`src/rtl/toggle_arbiter_pkg.sv`:
```
// Shared types and helpers for toggle_arbiter: FSM state encoding and winner selection.
// Optional build macro: TOGGLE_ARB_FIXED_PRIO_EN (fixed lowest-index priority instead of round-robin).
package toggle_arb_pkg;

  localparam int DEFAULT_NREQ  = 4;
  localparam int DEFAULT_WIDTH = 8;
  localparam int MAX_NREQ      = 8;

  typedef enum logic [1:0] {
    IDLE  = 2'd0,
    GRANT = 2'd1,
    APPLY = 2'd2
  } state_t;

  // Search starts at ptr and wraps modulo nreq; the first set request wins.
  function automatic logic [MAX_NREQ-1:0] rr_onehot(input logic [MAX_NREQ-1:0] req,
                                                    input logic [2:0]          ptr,
                                                    input int                  nreq);
    logic [MAX_NREQ-1:0] win;
    logic                found;
    logic [2:0]          pos;
    win   = '0;
    found = 1'b0;
    for (int k = 0; k < MAX_NREQ; k++) begin
      pos = 3'((int'(ptr) + k) % nreq);
      if (!found && (k < nreq) && req[pos]) begin
        win[pos] = 1'b1;
        found    = 1'b1;
      end
    end
    return win;
  endfunction

  function automatic logic [MAX_NREQ-1:0] lowest_onehot(input logic [MAX_NREQ-1:0] req);
    return req & (~req + 1'b1);
  endfunction

  function automatic logic [2:0] onehot_index(input logic [MAX_NREQ-1:0] win);
    logic [2:0] idx;
    idx = '0;
    for (int i = 0; i < MAX_NREQ; i++) begin
      if (win[i]) idx = idx | 3'(i);
    end
    return idx;
  endfunction

endpackage

```
`src/rtl/toggle_arbiter_rr_pick.sv`:
```
// Combinational winner selector for toggle_arbiter: one-hot winner plus its index.
// Under TOGGLE_ARB_FIXED_PRIO_EN it becomes a lowest-index priority encoder with no ptr input.
module rr_pick
  import toggle_arb_pkg::*;
#(
  parameter int NREQ = DEFAULT_NREQ,
  parameter int PW   = 2
) (
  input  logic [NREQ-1:0] req,
`ifndef TOGGLE_ARB_FIXED_PRIO_EN
  input  logic [PW-1:0]   ptr,
`endif
  output logic [NREQ-1:0] win,
  output logic [PW-1:0]   idx
);

  logic [MAX_NREQ-1:0] req_ext;
  logic [MAX_NREQ-1:0] win_ext;

  always_comb begin
    req_ext           = '0;
    req_ext[NREQ-1:0] = req;
`ifdef TOGGLE_ARB_FIXED_PRIO_EN
    win_ext = lowest_onehot(req_ext);
`else
    win_ext = rr_onehot(req_ext, 3'(ptr), NREQ);
`endif
    win = win_ext[NREQ-1:0];
    idx = PW'(onehot_index(win_ext));
  end

endmodule

```
`src/rtl/toggle_arbiter.sv`:
```
// Round-robin arbiter that serialises toggle masks from NREQ agents onto one shared toggle register.
// Build macro TOGGLE_ARB_FIXED_PRIO_EN selects fixed lowest-index priority and removes ptr.
module toggle_arbiter
  import toggle_arb_pkg::*;
#(
  parameter int NREQ  = DEFAULT_NREQ,
  parameter int WIDTH = DEFAULT_WIDTH
) (
  input  logic                  clk,
  input  logic                  rst,
  input  logic [NREQ-1:0]       req,
  input  logic [NREQ*WIDTH-1:0] mask,
  output logic [NREQ-1:0]       gnt,
  output logic [WIDTH-1:0]      q,
  output logic                  busy
);

  localparam int PW = (NREQ > 1) ? $clog2(NREQ) : 1;

  state_t           state;
  logic [WIDTH-1:0] mask_r;
  logic [WIDTH-1:0] sel_mask;
  logic [WIDTH-1:0] t;
  logic [NREQ-1:0]  win;
  logic [PW-1:0]    win_idx;

`ifndef TOGGLE_ARB_FIXED_PRIO_EN
  logic [PW-1:0] ptr;
  logic [PW-1:0] ptr_next;

  assign ptr_next = (win_idx == PW'(NREQ - 1)) ? '0 : win_idx + 1'b1;
`endif

  rr_pick #(
    .NREQ (NREQ),
    .PW   (PW)
  ) u_pick (
    .req  (req),
`ifndef TOGGLE_ARB_FIXED_PRIO_EN
    .ptr  (ptr),
`endif
    .win  (win),
    .idx  (win_idx)
  );

  // Winner's mask slice picked by the one-hot vector, avoiding a variable part-select.
  always_comb begin
    sel_mask = '0;
    for (int i = 0; i < NREQ; i++) begin
      if (win[i]) sel_mask = sel_mask | mask[i*WIDTH +: WIDTH];
    end
  end

  always_ff @(posedge clk or posedge rst) begin
    if (rst) begin
      state  <= IDLE;
      gnt    <= '0;
      mask_r <= '0;
      busy   <= 1'b0;
`ifndef TOGGLE_ARB_FIXED_PRIO_EN
      ptr    <= '0;
`endif
    end else begin
      case (state)
        IDLE: begin
          if (|req) begin
            state  <= GRANT;
            gnt    <= win;
            mask_r <= sel_mask;
            busy   <= 1'b1;
`ifndef TOGGLE_ARB_FIXED_PRIO_EN
            ptr    <= ptr_next;
`endif
          end else begin
            gnt <= '0;
          end
        end
        GRANT: begin
          state <= APPLY;
          gnt   <= '0;
        end
        APPLY: begin
          state <= IDLE;
          busy  <= 1'b0;
        end
        default: begin
          state <= IDLE;
          gnt   <= '0;
          busy  <= 1'b0;
        end
      endcase
    end
  end

  // The T inputs see the latched mask only during APPLY, so q moves on APPLY's closing edge alone.
  always_comb begin
    t = '0;
    if (state == APPLY) t = mask_r;
  end

  always_ff @(posedge clk or posedge rst) begin
    if (rst) q <= '0;
    else     q <= q ^ t;
  end

  a_gnt_onehot: assert property (@(posedge clk) disable iff (rst) $onehot0(gnt));
  a_gnt_in_grant: assert property (@(posedge clk) disable iff (rst) (gnt != '0) |-> (state == GRANT));
  a_q_only_apply: assert property (@(posedge clk) disable iff (rst) (state != APPLY) |=> $stable(q));

endmodule

```
`config.mk`:
```
export PLATFORM = sky130hd
export DESIGN_NAME = toggle_arbiter
export DESIGN_NICKNAME = d
export VERILOG_FILES = /design/src/rtl/toggle_arbiter_pkg.sv /design/src/rtl/toggle_arbiter_rr_pick.sv /design/src/rtl/toggle_arbiter.sv
export SDC_FILE = /design/constraint.sdc
export NUM_CORES = 1
export LEC_CHECK = 0
export CAP_MARGIN = 20
export CORE_ASPECT_RATIO = 0.8
export CORE_UTILIZATION = 30
export DETAILED_ROUTE_END_ITERATION = 8
export PLACE_DENSITY = 0.6
export SLEW_MARGIN = 0
export SYNTH_ARGS = -nofsm -noshare
export SYNTH_HDL_FRONTEND = slang
export SYNTH_SLANG_ARGS = --single-unit
```
`constraint.sdc`:
```
create_clock -name clk -period 2.5 [get_ports clk]
set_input_delay 0.75 -clock clk [delete_from_list [all_inputs] [get_ports clk]]
set_output_delay 0.75 -clock clk [all_outputs]
set_load 0.01 [all_outputs]
```
==> results of run 1 <==
[worst paths after layout]
kind                       startpoint        end  slack (ns)  cells past startpoint
hold reg to reg              state[1]   state[1]        0.47                      1
hold / removal               state[1]   state[1]        0.47                      1
setup / recovery               req[3]     ptr[1]        0.08                      8
min in group asynchronous         rst       q[5]        0.82                      3
max in group asynchronous         rst     ptr[0]        1.44                      3
setup reg to reg               ptr[1]  mask_r[6]        0.15                     10
[cells by family after synthesis]
kind of cell / Yosys count / share of synthesized area
xor gates and xnor gates: 9 / 0.05299
DFF: 25 / 0.4205
buffers and inverters: 16 / 0.06223
adders and majority gates: 6 / 0.05046
muxes: 11 / 0.1051
AOI/OAI and AO/OA: 40 / 0.2027
and+or+nand+nor: 36 / 0.1060
[state kept, by name, indices dropped and copies added, names as in the netlist]
register  cells
gnt           4
mask_r        8
q             8
ptr           2
state         2
busy          1
[metrics by stage]
stage / setup slack [ns] / TNS (ns) / power, mW / cells / cell area (um2)
finish: 0.07583 / 0 / 2.966 / 263 / 2230
global route: 0.002292 / 0 / 3.196 / 263 / 2230
CTS: 0.1008 / 0 / 2.884 / 263 / 2188
detailed placement: -0.4849 / -5.752 / 2.596 / 258 / 2131
global placement: -0.3974 / -4.676 / 2.555 / 258 / 2131
floorplan: 0.01461 / 0 / 1.931 / 143 / 1488
[cells in the final DEF, fill, tap and decap left out, drive strengths merged]
master	n
dfrtp	25
or2	1
o31ai	2
o22ai	3
a22oi	8
a21oi	8
nor4	2
a21o	2
mux2i	7
nor2b	2
mux4	3
xnor2	9
dlygate4sd2	4
nand2b	2
or3	1
clkdlybuf4s50	46
mux2	1
clkinv	1
clkbuf	3
inv	5
o221ai	3
o21ai	2
a221oi	8
nor2	8
ha	6
buf	17
nand2	20
a22o	4
[layer usage]
layer	share of wire	global-route usage
met1	0.45	0.2187
met2	0.49	0.2638
met3	0.044	0.03239
met4	0.012	0.06696
met5	0	0
[what timing repair did]
item	4_1_cts	5_1_grt
setup endpoints to repair	13	6
resized for setup	7	6
buffers inserted	1	0
pin swaps	1	0
cloned	0	0
[cell type report]
type                       instances  area, um2
fill                             450       2450
clock inverter                     1      5.005
inverter                           5      18.77
clock buffer                       3      41.29
sequential                        25      625.6
multi-input combinational        102      815.8
timing repair buffer              67      648.1
tap                               60      75.07
[power groups by stage]
stage | clock network [mW] | registers (mW) | logic (mW)
6_report | 0.240 | 0.724 | 2.00
5_1_grt | 0.262 | 0.751 | 2.18
4_1_cts | 0.247 | 0.726 | 1.91
3_5_place_dp | 0 | 0.733 | 1.86
3_3_place_gp | 0 | 0.728 | 1.83
2_1_floorplan | 0 | 0.768 | 1.16
==> flow_summary_export.csv, run 1 <==
group,metric,value,unit
floorplanning,die_h,64.99,um
grt,grt_pass1_wl,6.541,mm
pwr,sw_frac_of_total,0.4087,
grt,grt_max_degree,26,
synth,synth_area_leader_cell,"dfrtp_1",
pwr,clkPwrFrac,0.081,
clock_tree,cts.sinks,25,
synth,synth_fp_nets,187,
pwr,cellPowerDensity,1330,nW/um2
placed_design,hpwl,3.008,mm
synth,synthTopCellsByArea,"dfrtp_1 (42%), xnor2_1 (5.3%), ha_1 (5.0%)",
placed_design,io_buffers,50,
worst_hold_path,hp-class,"reg -> reg",
final_layout,nNetsFinal,248,
grt,grt_pass1_vias,1381,
detailed_routing,drtPass1Iterations,4,
sta,slew_headroom,0.3770,
flow_run,maxCapViolations,0,
floorplanning,core,4679,um2
clock_tree,tritoncts,"yes",
detailed_routing,drt-initial-drc-count,107,
critical_path,cpPeakStageDelay,0.58,ns
detailed_routing,route.detailed.drc,0,
grt,antenna_found_initial,0,
pwr,leakagePower,0.9316,nW
clock_tree,clockRootBuffer,"clkbuf_8",
synth,synth_cell_types,31,
pwr,power.internal,1.754,mW
clock_tree,clk_pin_slew_worst_paths,0.09,ns
critical_path,cp_cell_sequence,"dlygate4sd2_1, mux4_2, or2_4, o221ai_2, a21o_1, buf_12, xnor2_1, o31ai_2",
final_layout,num_antenna_cells,0,
sta,worstMarginPinSlew,0.9327,ns
critical_path,required,2.69,ns
sta,hold_ws,0.4670,ns
detailed_routing,via_per_inst,5.106,
placed_design,gp_congestion,0.8876,
critical_path,arrival,2.61,ns
critical_path,crit_family,"multiplexers",
grt,track_usage,0.1655,
synth,synth_commonest_cells,"dfrtp_1 (25), nand2_1 (20), xnor2_1 (9)",
synth,yosys_warnings,0,
pwr,ir_drop,0.6082,mV
clock_tree,cts_max_path_buffers,2,
sta,max_freq,412.5,MHz
sta,drv_slew,0,
clock_tree,h-tree-depth,1,
synth,synth-main-ff-cell,"dfrtp_1",
synth,ys_seq_elements,25,
floorplanning,start_util,0.3179,
sta,hold_violations,0,
synth,synth.top_cell.area_share,0.4205,
sta,setup_viol,0,
pwr,combPwrFrac,0.675,
final_layout,post-route-util,0.4765,
final_layout,area_growth,49.87,%
critical_path,critPathMaxFanout,10,
synth,synth-seq-area-share,0.4205,
floorplanning,rows,22,
detailed_routing,num_vias,1343,
synth,synth_edf_count,0,
floorplanning,ios,51,
pwr,p_switching,1.212,mW
synth,synth_area,1488,um2
critical_path,cp.buffers_inverters,2,
floorplanning,die_area,5246,um2
critical_path,start_kind,"primary input",
synth,async_reset_ff_frac,1.000,
sta,fin_crit_sh,0.9697,
final_layout,drive_gt1_frac,0.1823,
run_status,outcome,"finished, final reports clean",
detailed_routing,detail_route.wl_per_cell,15.41,um
synth,post-synth-top-count-cell,"dfrtp_1",
floorplanning,die_w,80.73,um
synth,netlist_instances,143,
detailed_routing,final_antenna_net_count,0,
critical_path,end_kind,"flop",
clock_tree,insertion_delay,0.27,ns
clock_tree,cts-buffers-inserted,3,
pwr,pwr-share-seq,0.244,
detailed_routing,wl,4.054,mm
critical_path,cp_slowest_cell,"mux4_2",
synth,synth.avg_cell_area,10.40,um2
grt,gr-total-overflow,0,
critical_path,crit_type,"in -> reg",
clock_tree,hold_buffers,0,
sta,fin_worst_skew,0.0003950,ns
sta,min_period,2.424,ns
sta,rsz0062_at_grt,"false",
Power figures use the tool's default switching activity.
==> run 2, diff against run 1 <==
--- a/config.mk
+++ b/config.mk
@@ -9,7 +9,7 @@
 export CORE_ASPECT_RATIO = 0.8
 export CORE_UTILIZATION = 30
 export DETAILED_ROUTE_END_ITERATION = 8
-export PLACE_DENSITY = 0.6
+export PLACE_DENSITY = 0.58
 export SLEW_MARGIN = 0
 export SYNTH_ARGS = -nofsm -noshare
 export SYNTH_HDL_FRONTEND = slang
==> constraint.sdc (replaced) <==
create_clock -name clk -period 2.6 [get_ports clk]
set_input_delay 0.78 -clock clk [delete_from_list [all_inputs] [get_ports clk]]
set_output_delay 0.78 -clock clk [all_outputs]
set_load 0.01 [all_outputs]
==> flow_summary_export.csv, run 2 (synthesized netlist as in run 1, its figures left out) <==
group,metric,value,unit
detailed_routing,wl,3.942,mm
clock_tree,cts.sinks,25,
placed_design,gp_congestion,0.7912,
detailed_routing,drtPass1Iterations,4,
sta,drv_slew,0,
grt,grt_max_degree,26,
sta,max_freq,410.0,MHz
critical_path,cp_cell_sequence,"inv_1, ha_4, mux4_2, or2_4, o221ai_2, a21o_1, buf_12, a22oi_1, a21oi_1",
pwr,fin_total_pwr,2.869,mW
final_layout,drive_gt1_frac,0.1902,
final_layout,final_common_cell,"clkdlybuf4s50_1",
pwr,leakagePower,0.9432,nW
floorplanning,core,4679,um2
sta,slew_headroom,0.4299,
critical_path,r2r_slack,0.16,ns
worst_hold_path,hold_depth,1,
detailed_routing,drt-initial-drc-count,69,
floorplanning,die_w,80.73,um
clock_tree,insertion_delay,0.27,ns
critical_path,worstRegToRegCells,9,
detailed_routing,dr_wl_met3,223,um
sta,worstMarginPinSlew,0.8534,ns
sta,rsz0062_at_grt,"false",
detailed_routing,drt-met1-wl,1.787,mm
grt,grt_pass1_wl,6.520,mm
floorplanning,rows,22,
pwr,cellPowerDensity,1270,nW/um2
clock_tree,h-tree-depth,1,
detailed_routing,route.detailed.drc,0,
critical_path,cp.buffers_inverters,2,
placed_design,dp.cells,259,
grt,track_usage,0.1625,
detailed_routing,final_antenna_net_count,0,
run_status,outcome,"finished, final reports clean",
floorplanning,die_area,5246,um2
critical_path,critPathLaunch,"ptr[0]",
critical_path,crit_type,"reg -> reg",
critical_path,path_depth,9,
sta,fin_crit_sh,0.9381,
critical_path,cpPeakStageDelay,0.55,ns
critical_path,required,2.79,ns
final_layout,num_antenna_cells,0,
final_layout,nNetsFinal,250,
critical_path,start_kind,"flop",
flow_run,maxCapViolations,0,
grt,gr-total-overflow,0,
grt,grt_pass1_vias,1405,
critical_path,critPathMaxFanout,8,
detailed_routing,via_per_inst,4.894,
final_layout,seqCellArea,625.6,um2
detailed_routing,wl_met2,1.912,mm
critical_path,reg2reg_from,"ptr[0]",
critical_path,cp_slowest_cell,"mux4_2",
floorplanning,die_h,64.99,um
sta,fin_worst_skew,0.002276,ns
placed_design,io_buffers,50,
detailed_routing,num_vias,1297,
detailed_routing,top_layer_used,"met4",
worst_hold_path,hp-class,"reg -> reg",
clock_tree,clk_pin_slew_worst_paths,0.09,ns
grt,antenna_found_initial,0,
sta,hold_violations,0,
clock_tree,cts_max_path_buffers,2,
critical_path,end_kind,"flop",
final_layout,multi_input_area,817.0,um2
final_layout,fill_cells,448,
floorplanning,start_util,0.3179,
final_layout,area_growth,51.81,%
worst_hold_path,min-delay-start,"state[1]",
final_layout,reg.largest.list,"mask_r (8), q (8), gnt (4)",
pwr,ir_drop,0.5151,mV
final_layout,final_cell_mix,"clkdlybuf4s50_1 (46), dfrtp_1 (25), nand2_1 (20), buf_4 (16), xnor2_1 (9)",
detailed_routing,detail_route.wl_per_cell,14.88,um
critical_path,arrival,2.63,ns
clock_tree,tritoncts,"yes",
clock_tree,cts-buffers-inserted,3,
sta,min_period,2.439,ns
critical_path,crit_family,"compound AO/OA/AOI/OAI gates",
clock_tree,clockRootBuffer,"clkbuf_8",
floorplanning,ios,51,
sta,hold_ws,0.4638,ns
sta,setup_viol,0,
final_layout,fin_cells,265,
placed_design,hpwl,2.987,mm
==> run 2: final timing paths <==
path | endpoint
max | mask_r[0]
min | state[1]
max reg2reg | mask_r[0]
min reg2reg | state[1]
max in group asynchronous | mask_r[2]
min in group asynchronous | q[6]
==> run 2: layer usage <==
metal / vias to the layer above / track usage
met2: 40 / 0.2701
met4: 0 / 0.03571
li1: 641 / -
met1: 614 / 0.2108
met3: 2 / 0.04225
met5: - / 0
==> run 2: through the flow <==
stage	utilization	worst slack, ns	cell area (um2)	TNS, ns
2_1_floorplan	-	0.01868	1488	0
3_3_place_gp	0.4604	-0.3697	2155	-3.532
3_5_place_dp	0.4604	-0.4082	2155	-4.075
4_1_cts	0.4783	0.1091	2238	0
5_1_grt	0.4826	0.02464	2258	0
6_report	0.4826	0.1609	2258	0
==> run 2: worst reg2reg max path: cells and delay by family, from the launching register on <==
| family | cells | cell delay, ns |
|---|---|---|
| compound gates | 4 | 0.59 |
| fa+ha+maj | 1 | 0.30 |
| buf+inv | 2 | 0.26 |
| flops | 1 | 0.35 |
| mux | 1 | 0.55 |
| simple gates | 1 | 0.30 |
==> run 2: cell type report <==
cell class,instances,share of cell area
Multi-Input combinational cell,102,0.3618
Timing Repair Buffer,69,0.2992
Sequential cell,25,0.2770
Tap cell,60,0.03324
Clock buffer,3,0.01828
Inverter,5,0.008310
Clock inverter,1,0.002216
==> run 2: power breakdown <==
group          leakage [nW]  switching [mW]  internal, mW
Combinational         0.618           0.919          1.03
Sequential            0.300           0.107         0.584
Clock                0.0255           0.123         0.107
==> run 2: repair_timing <==
| item | CTS | global route |
|---|---|---|
| pin swaps | 3 | 0 |
| setup endpoints to repair | 9 | 6 |
| hold buffers | 0 | 0 |
| resized for setup | 12 | 3 |
| buffers inserted | 2 | 0 |
==> run 3, diff against run 2 <==
--- a/config.mk
+++ b/config.mk
@@ -9,6 +9,7 @@
 export CORE_ASPECT_RATIO = 0.8
 export CORE_UTILIZATION = 30
 export DETAILED_ROUTE_END_ITERATION = 8
+export GPL_TIMING_DRIVEN = 0
 export PLACE_DENSITY = 0.58
 export SLEW_MARGIN = 0
 export SYNTH_ARGS = -nofsm -noshare
==> flow_summary_export.csv, run 3 (synthesized netlist as in run 1, its figures left out) <==
group,metric,value,unit
critical_path,arrival,2.67,ns
sta,drv_slew,0,
sta,fin_crit_sh,0.9691,
final_layout,fill_cells,458,
sta,min_period,2.520,ns
sta,hold_ws,0.4698,ns
final_layout,nNetsFinal,254,
clock_tree,clk_pin_slew_worst_paths,0.09,ns
critical_path,end_kind,"flop",
clock_tree,h-tree-depth,1,
final_layout,final_cell_mix,"clkdlybuf4s50_1 (46), dfrtp_1 (24), nand2_1 (20), buf_4 (11)",
clock_tree,cts-buffers-inserted,3,
pwr,fin_total_pwr,3.033,mW
clock_tree,cts.sinks,25,
sta,setup_viol,0,
detailed_routing,dr_wl_met3,237,um
detailed_routing,final_antenna_net_count,0,
final_layout,drive_gt1_frac,0.2057,
clock_tree,tritoncts,"yes",
detailed_routing,num_vias,1381,
grt,grt_pass1_wl,6.831,mm
grt,track_usage,0.1718,
floorplanning,die_h,64.99,um
detailed_routing,wl_met2,2.096,mm
flow_run,maxCapViolations,0,
floorplanning,die_area,5246,um2
critical_path,critPathMaxFanout,9,
clock_tree,hold_buffers,0,
floorplanning,core,4679,um2
pwr,leakagePower,0.9458,nW
floorplanning,ios,51,
placed_design,gp_congestion,0.7780,
clock_tree,clockRootBuffer,"clkbuf_8",
sta,fin_worst_skew,0.007518,ns
grt,antenna_found_initial,0,
detailed_routing,wl,4.209,mm
detailed_routing,via_per_inst,5.134,
placed_design,place_area,2063,um2
grt,grt_max_degree,26,
pwr,ir_drop,0.5117,mV
placed_design,io_buffers,50,
critical_path,crit_type,"in -> reg",
final_layout,reg.largest.list,"mask_r (8), q (8), gnt (4)",
detailed_routing,drtPass1Iterations,5,
placed_design,post-place-ws,-0.5242,ns
run_status,outcome,"finished, final reports clean",
floorplanning,rows,22,
grt,gr-total-overflow,0,
final_layout,seqCellArea,626.9,um2
pwr,cellPowerDensity,1330,nW/um2
final_layout,post-route-util,0.4872,
detailed_routing,route.detailed.drc,0,
final_layout,final_common_cell,"clkdlybuf4s50_1",
worst_hold_path,hp-class,"reg -> reg",
final_layout,multi_input_area,827.0,um2
detailed_routing,drt-initial-drc-count,77,
critical_path,start_kind,"primary input",
clock_tree,cts_max_path_buffers,2,
critical_path,required,2.75,ns
placed_design,hpwl,2.892,mm
clock_tree,insertion_delay,0.27,ns
sta,setup_ws,0.08044,ns
sta,hold_violations,0,
detailed_routing,top_layer_used,"met3",
detailed_routing,drt-met1-wl,1.876,mm
grt,grt_pass1_vias,1346,
sta,rsz0062_at_grt,"true",
final_layout,area_growth,53.24,%
sta,slew_headroom,0.3693,
floorplanning,die_w,80.73,um
final_layout,num_antenna_cells,0,
floorplanning,start_util,0.3179,
sta,max_freq,396.9,MHz
detailed_routing,detail_route.wl_per_cell,15.65,um
sta,worstMarginPinSlew,0.9451,ns
final_layout,stdcell_area,2280,um2
run 3: changes by cell type in the layout (fill, tap and decap cells not counted), sizes merged:
cell / delta
clkbuf: +4
run 3: worst max-delay path, stage by stage:
cell           delay [ns]
dlygate4sd2_1        0.30
mux4_2               0.49
buf_6                0.16
mux2i_1              0.18
o21ai_2              0.11
buf_2                0.18
a221oi_1             0.39
a21oi_2              0.09
run 3: area by class of cell:
| type | instances | area share |
|---|---|---|
| Multi-Input combinational cell | 102 | 0.3628 |
| Sequential cell | 25 | 0.2750 |
| Timing Repair Buffer | 62 | 0.2629 |
| Buffer | 11 | 0.03787 |
| Tap cell | 60 | 0.03293 |
| Clock buffer | 3 | 0.01811 |
| Inverter | 5 | 0.008233 |
| Clock inverter | 1 | 0.002195 |
run 3: report_power, final:
part | switching, mW | leakage (nW) | total, mW | internal [mW]
Combinational | 1.01 | 0.622 | 2.11 | 1.10
Sequential | 0.109 | 0.298 | 0.695 | 0.585
Clock | 0.124 | 0.0255 | 0.231 | 0.107
run 3: final timing paths:
path | end | slack, ns | depth (start not counted) | from
setup / recovery | mask_r[5] | 0.08 | 8 | req[2]
hold / removal | q[4] | 0.47 | 1 | q[4]
setup reg to reg | mask_r[4] | 0.10 | 12 | ptr[0]
hold reg to reg | q[4] | 0.47 | 1 | q[4]
max in group asynchronous | ptr[1] | 0.93 | 2 | rst
min in group asynchronous | mask_r[5] | 1.02 | 2 | rst
run 3: what timing repair did:
item | CTS | global route
cloned | 3 | 0
pin swaps | 1 | 4
gates resized for setup | 17 | 11
setup buffers | 6 | 3
setup endpoints to repair | 14 | 11
run 3: metal layers:
| metal | track usage | vias up |
|---|---|---|
| li1 | - | 656 |
| met1 | 0.2371 | 684 |
| met2 | 0.2818 | 41 |
| met3 | 0.03803 | 0 |
| met4 | 0.02009 | 0 |
| met5 | 0 | - |
run 3: through the flow:
step	std cells	TNS, ns
global route	269	-0.1157
floorplan	143	0
detailed placement	253	-6.249
finish	269	0
global placement	253	-5.306
CTS	266	0
